==> src/rtl/execute_unit.sv <==
`default_nettype none
// ============================================================================
//  Module      : execute_unit
//  Description : Single-issue 16-bit execute stage. ALU ops complete at the
//                accepting edge and write back one cycle later; MUL runs a
//                16-cycle LSB-first shift-add before write-back.
//  Revision    : 1.0 - initial release
// ============================================================================
module execute_unit (
    input  logic        clk,
    input  logic        reset,
    input  logic        start,
    input  logic [2:0]  opcode,
    input  logic [15:0] operand_a,
    input  logic [15:0] operand_b,
    input  logic [1:0]  dest,
    output logic        busy,
    output logic [15:0] alu_result,
    output logic [1:0]  store_at,
    output logic        write_enable,
    output logic        zero_flag,
    output logic        carry_flag
);

    localparam logic [1:0] ST_IDLE = 2'd0;
    localparam logic [1:0] ST_MUL  = 2'd1;
    localparam logic [1:0] ST_WB   = 2'd2;

    localparam logic [2:0] OP_ADD = 3'b000;
    localparam logic [2:0] OP_SUB = 3'b001;
    localparam logic [2:0] OP_AND = 3'b010;
    localparam logic [2:0] OP_OR  = 3'b011;
    localparam logic [2:0] OP_XOR = 3'b100;
    localparam logic [2:0] OP_SHL = 3'b101;
    localparam logic [2:0] OP_SHR = 3'b110;
    localparam logic [2:0] OP_MUL = 3'b111;

    localparam logic [4:0] C_MUL_LAST = 5'd15;

    logic [1:0]  r_state;
    logic [1:0]  r_dest;
    logic [4:0]  r_cnt;
    logic [31:0] r_acc;
    logic [31:0] r_mcand;
    logic [15:0] r_mplier;

    logic [16:0] w_sum;
    logic [16:0] w_diff;
    logic [16:0] w_shl;
    logic [16:0] w_shr;
    logic [15:0] w_alu;
    logic        w_carry;
    logic [31:0] w_acc_next;

    // Single-cycle ALU; the 17-bit intermediates carry the flag bit in their
    // spare position (carry/borrow at bit 16, SHL out at bit 16, SHR out at bit 0).
    always_comb begin
        w_sum   = {1'b0, operand_a} + {1'b0, operand_b};
        w_diff  = {1'b0, operand_a} - {1'b0, operand_b};
        w_shl   = {1'b0, operand_a} << operand_b[3:0];
        w_shr   = {operand_a, 1'b0} >> operand_b[3:0];
        w_alu   = 16'h0000;
        w_carry = 1'b0;
        case (opcode)
            OP_ADD: begin w_alu = w_sum[15:0];  w_carry = w_sum[16];  end
            OP_SUB: begin w_alu = w_diff[15:0]; w_carry = w_diff[16]; end
            OP_AND: w_alu = operand_a & operand_b;
            OP_OR:  w_alu = operand_a | operand_b;
            OP_XOR: w_alu = operand_a ^ operand_b;
            OP_SHL: begin w_alu = w_shl[15:0];  w_carry = w_shl[16];  end
            OP_SHR: begin w_alu = w_shr[16:1];  w_carry = w_shr[0];   end
            default: begin w_alu = 16'h0000; w_carry = 1'b0; end
        endcase
    end

    // Accumulator value after consuming the current multiplier LSB.
    always_comb begin
        w_acc_next = r_acc + (r_mplier[0] ? r_mcand : 32'd0);
    end

    // Control FSM plus result/flag registers; reset wins over everything.
    always_ff @(posedge clk) begin
        if (reset) begin
            r_state    <= ST_IDLE;
            r_dest     <= 2'b00;
            r_cnt      <= 5'd0;
            r_acc      <= 32'd0;
            r_mcand    <= 32'd0;
            r_mplier   <= 16'h0000;
            alu_result <= 16'h0000;
            store_at   <= 2'b00;
            zero_flag  <= 1'b0;
            carry_flag <= 1'b0;
        end else begin
            case (r_state)
                ST_IDLE: begin
                    if (start) begin
                        if (opcode == OP_MUL) begin
                            r_mcand  <= {16'h0000, operand_a};
                            r_mplier <= operand_b;
                            r_dest   <= dest;
                            r_acc    <= 32'd0;
                            r_cnt    <= 5'd0;
                            r_state  <= ST_MUL;
                        end else begin
                            alu_result <= w_alu;
                            store_at   <= dest;
                            zero_flag  <= (w_alu == 16'h0000);
                            carry_flag <= w_carry;
                            r_state    <= ST_WB;
                        end
                    end
                end
                ST_MUL: begin
                    r_acc    <= w_acc_next;
                    r_mcand  <= {r_mcand[30:0], 1'b0};
                    r_mplier <= {1'b0, r_mplier[15:1]};
                    r_cnt    <= r_cnt + 5'd1;
                    if (r_cnt == C_MUL_LAST) begin
                        alu_result <= w_acc_next[15:0];
                        store_at   <= r_dest;
                        zero_flag  <= (w_acc_next[15:0] == 16'h0000);
                        carry_flag <= (w_acc_next[31:16] != 16'h0000);
                        r_state    <= ST_WB;
                    end
                end
                ST_WB:   r_state <= ST_IDLE;
                default: r_state <= ST_IDLE;
            endcase
        end
    end

    assign busy         = (r_state != ST_IDLE);
    assign write_enable = (r_state == ST_WB);

endmodule
`default_nettype wire

==> config.mk <==
export PLATFORM = sky130hd
export DESIGN_NAME = execute_unit
export DESIGN_NICKNAME = d
export VERILOG_FILES = /design/src/rtl/execute_unit.sv
export SDC_FILE = /design/constraint.sdc
export NUM_CORES = 1
export LEC_CHECK = 0
export ABC_CLOCK_PERIOD_IN_PS = 11200
export CAP_MARGIN = 20
export CORE_MARGIN = 5
export CORE_UTILIZATION = 30
export CTS_CLUSTER_SIZE = 30
export DETAILED_ROUTE_END_ITERATION = 8
export GPL_TIMING_DRIVEN = 0
export PLACE_DENSITY = 0.54
export SETUP_SLACK_MARGIN = 0.2
export SLEW_MARGIN = 20
export SYNTH_ARGS = -nofsm -noshare
export SYNTH_HDL_FRONTEND = slang
export SYNTH_SLANG_ARGS = --single-unit
==> constraint.sdc <==
create_clock -name clk -period 11.2 [get_ports clk]
set_clock_uncertainty 0.05 [all_clocks]
set_input_delay 1.68 -clock clk [delete_from_list [all_inputs] [get_ports clk]]
set_output_delay 1.68 -clock clk [all_outputs]
set_load 0.02 [all_outputs]
# Word-level counts from Yosys, hierarchy flattened
# Index checks and enable logic that the tools add are counted.
[op_classes]
mux = 35
reduce_logical = 11
n_shift = 2
bitwise_logic = 3
eq_ne = 14
add_sub_neg = 4
[op_table]
columns = ["operator", "n"]
rows = [
  ["32-bit 2-to-1 mux", 5],
  ["32-bit one-hot mux with 2 select lines", 2],
  ["16-bit one-hot mux with 7 select lines", 1],
  ["16-bit 2-to-1 mux", 5],
  ["16-bit one-hot mux with 2 select lines", 2],
  ["32-bit adder", 1],
  ["16-bit logical NOT", 2],
  ["16-bit by 16-bit adder with 17-bit output", 1],
  ["16-bit by 4-bit left shift with 17-bit output", 1],
  ["17-bit by 4-bit >> shifter with 17-bit output", 1],
  ["16-bit by 16-bit subtractor with 17-bit output", 1],
  ["16-bit AND", 1],
  ["16-bit bitwise OR", 1],
  ["16-bit nonzero test", 1],
  ["16-bit XOR", 1],
  ["3-bit equality test, second input constant", 4],
  ["2-bit 2-to-1 mux", 6],
  ["5-bit 2-to-1 mux", 2],
  ["5-bit one-hot mux with 2 select lines", 1],
  ["2-bit inequality test, second input constant", 4],
  ["2-bit one-hot mux with 2 select lines", 2],
  ["3-bit by 2-bit equality test with 1-bit output, second input constant", 2],
  ["1-bit 2-to-1 mux", 6],
  ["3-bit AND reduction", 2],
  ["other kinds (12)", 14],
]
[word_totals]
output_inout_bits = 22
ff_bits = 109
inputBits = 40

# Logic depth before layout (Yosys ltp)
[logic_depth]
word_depth = 6
ltp_mapped = 15

# Worst setup path after synthesis
# Ideal clock, no wire load.
[synth_timing]
path_type = "in2reg"
startpoint = "input port operand_b[1]"
endpoint = "register zero_flag"
path_buffers = 3
t_arrival_ps = 4667
setup_slack_ps = 6421
setup_ps = 62
path_stages = 15
path_cell_list = "buf_2 > buf_2 > buf_4 > inv_1 > ha_1 > o21bai_1 > a2111oi_0 > or3_1 > and3_1 > o22ai_1 > a21o_1 > a32oi_1 > and4_1 > nand4_1 > nand3_1"
[synth_via]
elab_chain_len = 6
elab_cells_between_ends = 12
[synth_rtl]
columns = ["item", "line", "rtl"]
rows = [
  ["from (decl)", "15", "input logic [15:0] operand_b,"],
  ["16-bit by 16-bit subtractor with 17-bit output (tied with other cells)", "59", "w_diff = {1'b0, operand_a} - {1'b0, operand_b};"],
  ["16-bit one-hot mux with 7 select lines *", "64", "case (opcode)"],
  ["16-bit logical NOT *", "108", "zero_flag <= (w_alu == 16'h0000);"],
  ["1-bit 2-to-1 mux *", "98", "if (opcode == OP_MUL) begin"],
  ["1-bit 2-to-1 mux *", "97", "if (start) begin"],
  ["1-bit one-hot mux with 2 select lines *", "95", "case (r_state)"],
  ["to (signal assigned)", "108", ""],
  ["to (signal assigned)", "122", "zero_flag <= (w_acc_next[15:0] == 16'h0000);"],
  ["to (decl)", "21", "output logic zero_flag,"],
]
# Mark *: on every way between the ends. The rest lies on a longest branch, timed or not. The select of a mux whose other input is x is not followed.
# A chain may end at the register's enable or synchronous reset.

# Worst setup path in the final report
# Ends and elaborated chain as after synthesis.

==> run_results.csv <==
group,metric,value,unit
yosys,synthTopCellsByArea,"dfxtp_1, ha_1, nor2_1",
status,status,"completed",
finish,drive_gt1_share,4.686,%
yosys,ys_ff_latch,109,
sta,timing.fmax,161.3,MHz
sta,period_share,55.34,%
die,dieWidth,192.4,um
cts,cts_tree,"yes",
cts,insertion_delay,0.36,ns
power,p_seq_share,39.3,%
finish,finalInstanceArea,11390,um^2
finish,diodes,0,
yosys,synth_ff_type,"dfxtp_1",
yosys,synth_cells,1313,
cts,cts_buffers,9,
yosys,synth-compound-area-share,27.87,%
placed_design,gp_congestion,0.9925,
yosys,async_flop_share,0,%
detailed_routing,via_per_inst,5.805,
power,switching_share,35.64,%
yosys,synthAdderAreaFrac,11.26,%
detailed_routing,drcViolationCount,0,
setup_path,path_max_fanout,10,
power,fin_total_pwr,1027,uW
detailed_routing,drt_iter0_drc,1090,
finish,fin_nets,1510,
cts,clk_path_buf_depth,2,
detailed_routing,final_antenna_net_count,0,
power,power.density,90.16,nW/um^2
global_routing,grt.overflow.total,0,
setup_path,critPathRequiredTime,11.45,ns
sta,min_period,6.199,ns
yosys,synthesis.area,9977,um^2
finish,utilization,34.84,%
yosys,synth_commonest_cells,"nor2_1, dfxtp_1, a21oi_1",
cts,cts_resized,0,
yosys,synth_most_common_cell,"nor2_1",
yosys,syn_avg_cell_area,7.599,um^2
yosys,yosys.area.top_type,"dfxtp_1",
placed_design,placed_area,11110,um^2
cts,holdBufCountCts,0,
power,p_int,661.1,uW
power,clkPwrFrac,30.8,%
power,ir_drop,0.06660,mV
finish,multiInputGateArea,7184,um^2
global_routing,grt_antenna_before_repair,2,
yosys,yosysSeqAreaShare,21.87,%
die,core,32700,um^2
detailed_routing,drtPass1Iterations,9,
detailed_routing,num_vias,10620,
setup_path,crit_path_top_delay_cell,"a2111oi_1",
global_routing,grt_max_degree,20,
hold_path,hp-class,"register to register",
sta,rsz0062_at_grt,"no",
die,design.portCount,62,
setup_path,crit_arrival,6.45,ns
cts,cts_setup_buffers,0,
setup_path,crit_type,"input port to register",
yosys,synth_edf_count,0,
die,rows,66,
sta,hold_viol_final,0,
sta,slew_headroom,24.36,%
setup_path,critPathLaunchType,"input port",
cts,clock_sinks,109,
power,p_leak,0.004385,uW
power,p_comb_share,29.8,%
yosys,synth_top_area_share,21.87,%
die,die_area,37000,um^2
yosys,synth_cell_type_count,75,
cts,clock-root-buffer,"clkbuf_16",
yosys,synthXorXnorAreaFrac,2.634,%
yosys,yosys_warnings,0,
sta,setup-violations-final,0,
placed_design,io_buffers,58,
finish,seqCellArea,2182,um^2
power,p_switching,366.0,uW
finish,syn2layout_area_growth,14.18,%
die,die_y,192.4,um
setup_path,r2r_slack,6.60,ns
sta,maxSlewViolCount,0,
cts,cts_htree_levels,3,
yosys,syn_nets,1441,
global_routing,grt_pass1_vias,10150,
setup_path,critical_path.max_stage_delay,0.98,ns
flow_run,cap_viol_max_count,0,
setup_path,timing.critical_path.mode_cell,"buf_2",
yosys,synth_top_family_by_area,"compound AO/OA/AOI/OAI gates",
sta,fin_tns_setup,0,ns
finish,n_fill_cell,3538,
placed_design,post-dp-hpwl,32520,um
sta,whs,0.4024,ns
yosys,synthMuxAreaShare,7.612,%
setup_path,crit_buf_inv,5,
global_routing,grt_pass1_wl,61930,um
cts,path_clk_slew,0.08,ns
setup_path,cp_cell_sequence,"clkdlybuf4s50_1, buf_2, buf_2, buf_4, inv_1, ha_1, o21bai_1, a2111oi_1, or3_1, and3_1, o22ai_1, a21o_1, a32oi_1, and4_1, nand4_1, nand3_1",
sta,tightestPinTransition,1.132,ns
die,start_util,30.51,%
detailed_routing,drt_wl_total,40710,um
setup_path,end_kind,"register",
setup_path,path_delay_family,"compound AO/OA/AOI/OAI gates",
global_routing,track_usage,21.66,%
yosys,synth-simple-area-share,22.62,%
detailed_routing,routedWlPerCell,22.26,um
[registers in the layout, indices dropped and copies added (netlist names)]
name,count
r_mplier,16
r_dest,2
r_acc,32
r_cnt,5
r_state,2
r_mcand,32
zero_flag,1
store_at,2
carry_flag,1
alu_result,16
[worst reg2reg max path, delay by kind of cell (launching register included)]
kind | cells | cell delay [ns]
AOI/OAI and AO/OA | 7 | 1.76
and+or+nand+nor | 4 | 1.36
adders and majority gates | 2 | 0.65
DFF | 1 | 0.41
buffers and inverters | 1 | 0.25
[cell type report]
cell class | instances | share of cell area (%)
multi-input cells | 1047 | 63.06
well taps | 442 | 4.854
clock buffers | 9 | 1.977
inverters | 57 | 1.878
repair buffers | 58 | 5.096
flip-flops and latches | 109 | 19.15
plain buffers | 100 | 3.493
clock inverters | 7 | 0.4832
[per-layer routing]
metal	routed length, um	share of wire (%)	vias up	GRT usage (%)
met2	18190	45	451	34.60
met3	2550	6.3	70	2.569
met5	28	0.069	-	0
met4	1084	2.7	4	6.034
met1	18860	46	5100	30.85
li1	-	-	4993	-
[layout by cell type (no fill, tap or decap), drive strengths merged, types with 12 or more instances in the layout]
master         synthesis  layout
xor2                  13      13
nand3                 27      27
a222oi                26      26
o211ai                16      16
o22ai                 12      12
a211oi                18      18
nor3                  35      35
buf                   25      25
mux2i                 20      20
xnor2                 17      17
and2                  35      35
nor2b                 17      17
ha                    85      85
o21ai                 54      54
nor2                 175     175
or3                   12      12
dfxtp                109     109
a21oi                106     106
nand2                103     103
a22oi                 42      42
o21a                  13      13
clkbuf                75      84
nand4                 15      15
a21o                  13      13
inv                   57      61
clkdlybuf4s50          0      58
mux4                  20      20
[worst paths after layout]
check / startpoint / to / cells after the start
worst max register to register: r_mplier[0] / carry_flag / 14
worst min-delay path: alu_result[1] / alu_result[1] / 2
worst min register to register: alu_result[1] / alu_result[1] / 2
worst max-delay path: operand_b[1] / zero_flag / 16
[through the flow]
stage | cells | setup slack, ns
6_report | 1829 | 5.001
5_1_grt | 1829 | 4.865
4_1_cts | 1829 | 5.169
3_5_place_dp | 1813 | 4.799
3_3_place_gp | 1813 | 4.526
2_1_floorplan | 1313 | 6.421
[power by group through the flow]
stage          combinational, uW  sequential [uW]  clock (uW)
6_report                     306              404         317
3_5_place_dp                 299              413           0
3_3_place_gp                 298              413           0
2_1_floorplan                174              419           0
4_1_cts                      300              404         323
5_1_grt                      328              405         340
[kinds of logic (layout without fill, tap and decap cells)]
group           Yosys count  after routing
compound gates          403            403
fa+ha+maj                88             88
xor+xnor                 30             30
simple gates            477            477
flops                   109            109
mux                      49             49
buf+inv                 157            231
(Power assumes the default switching activity.)
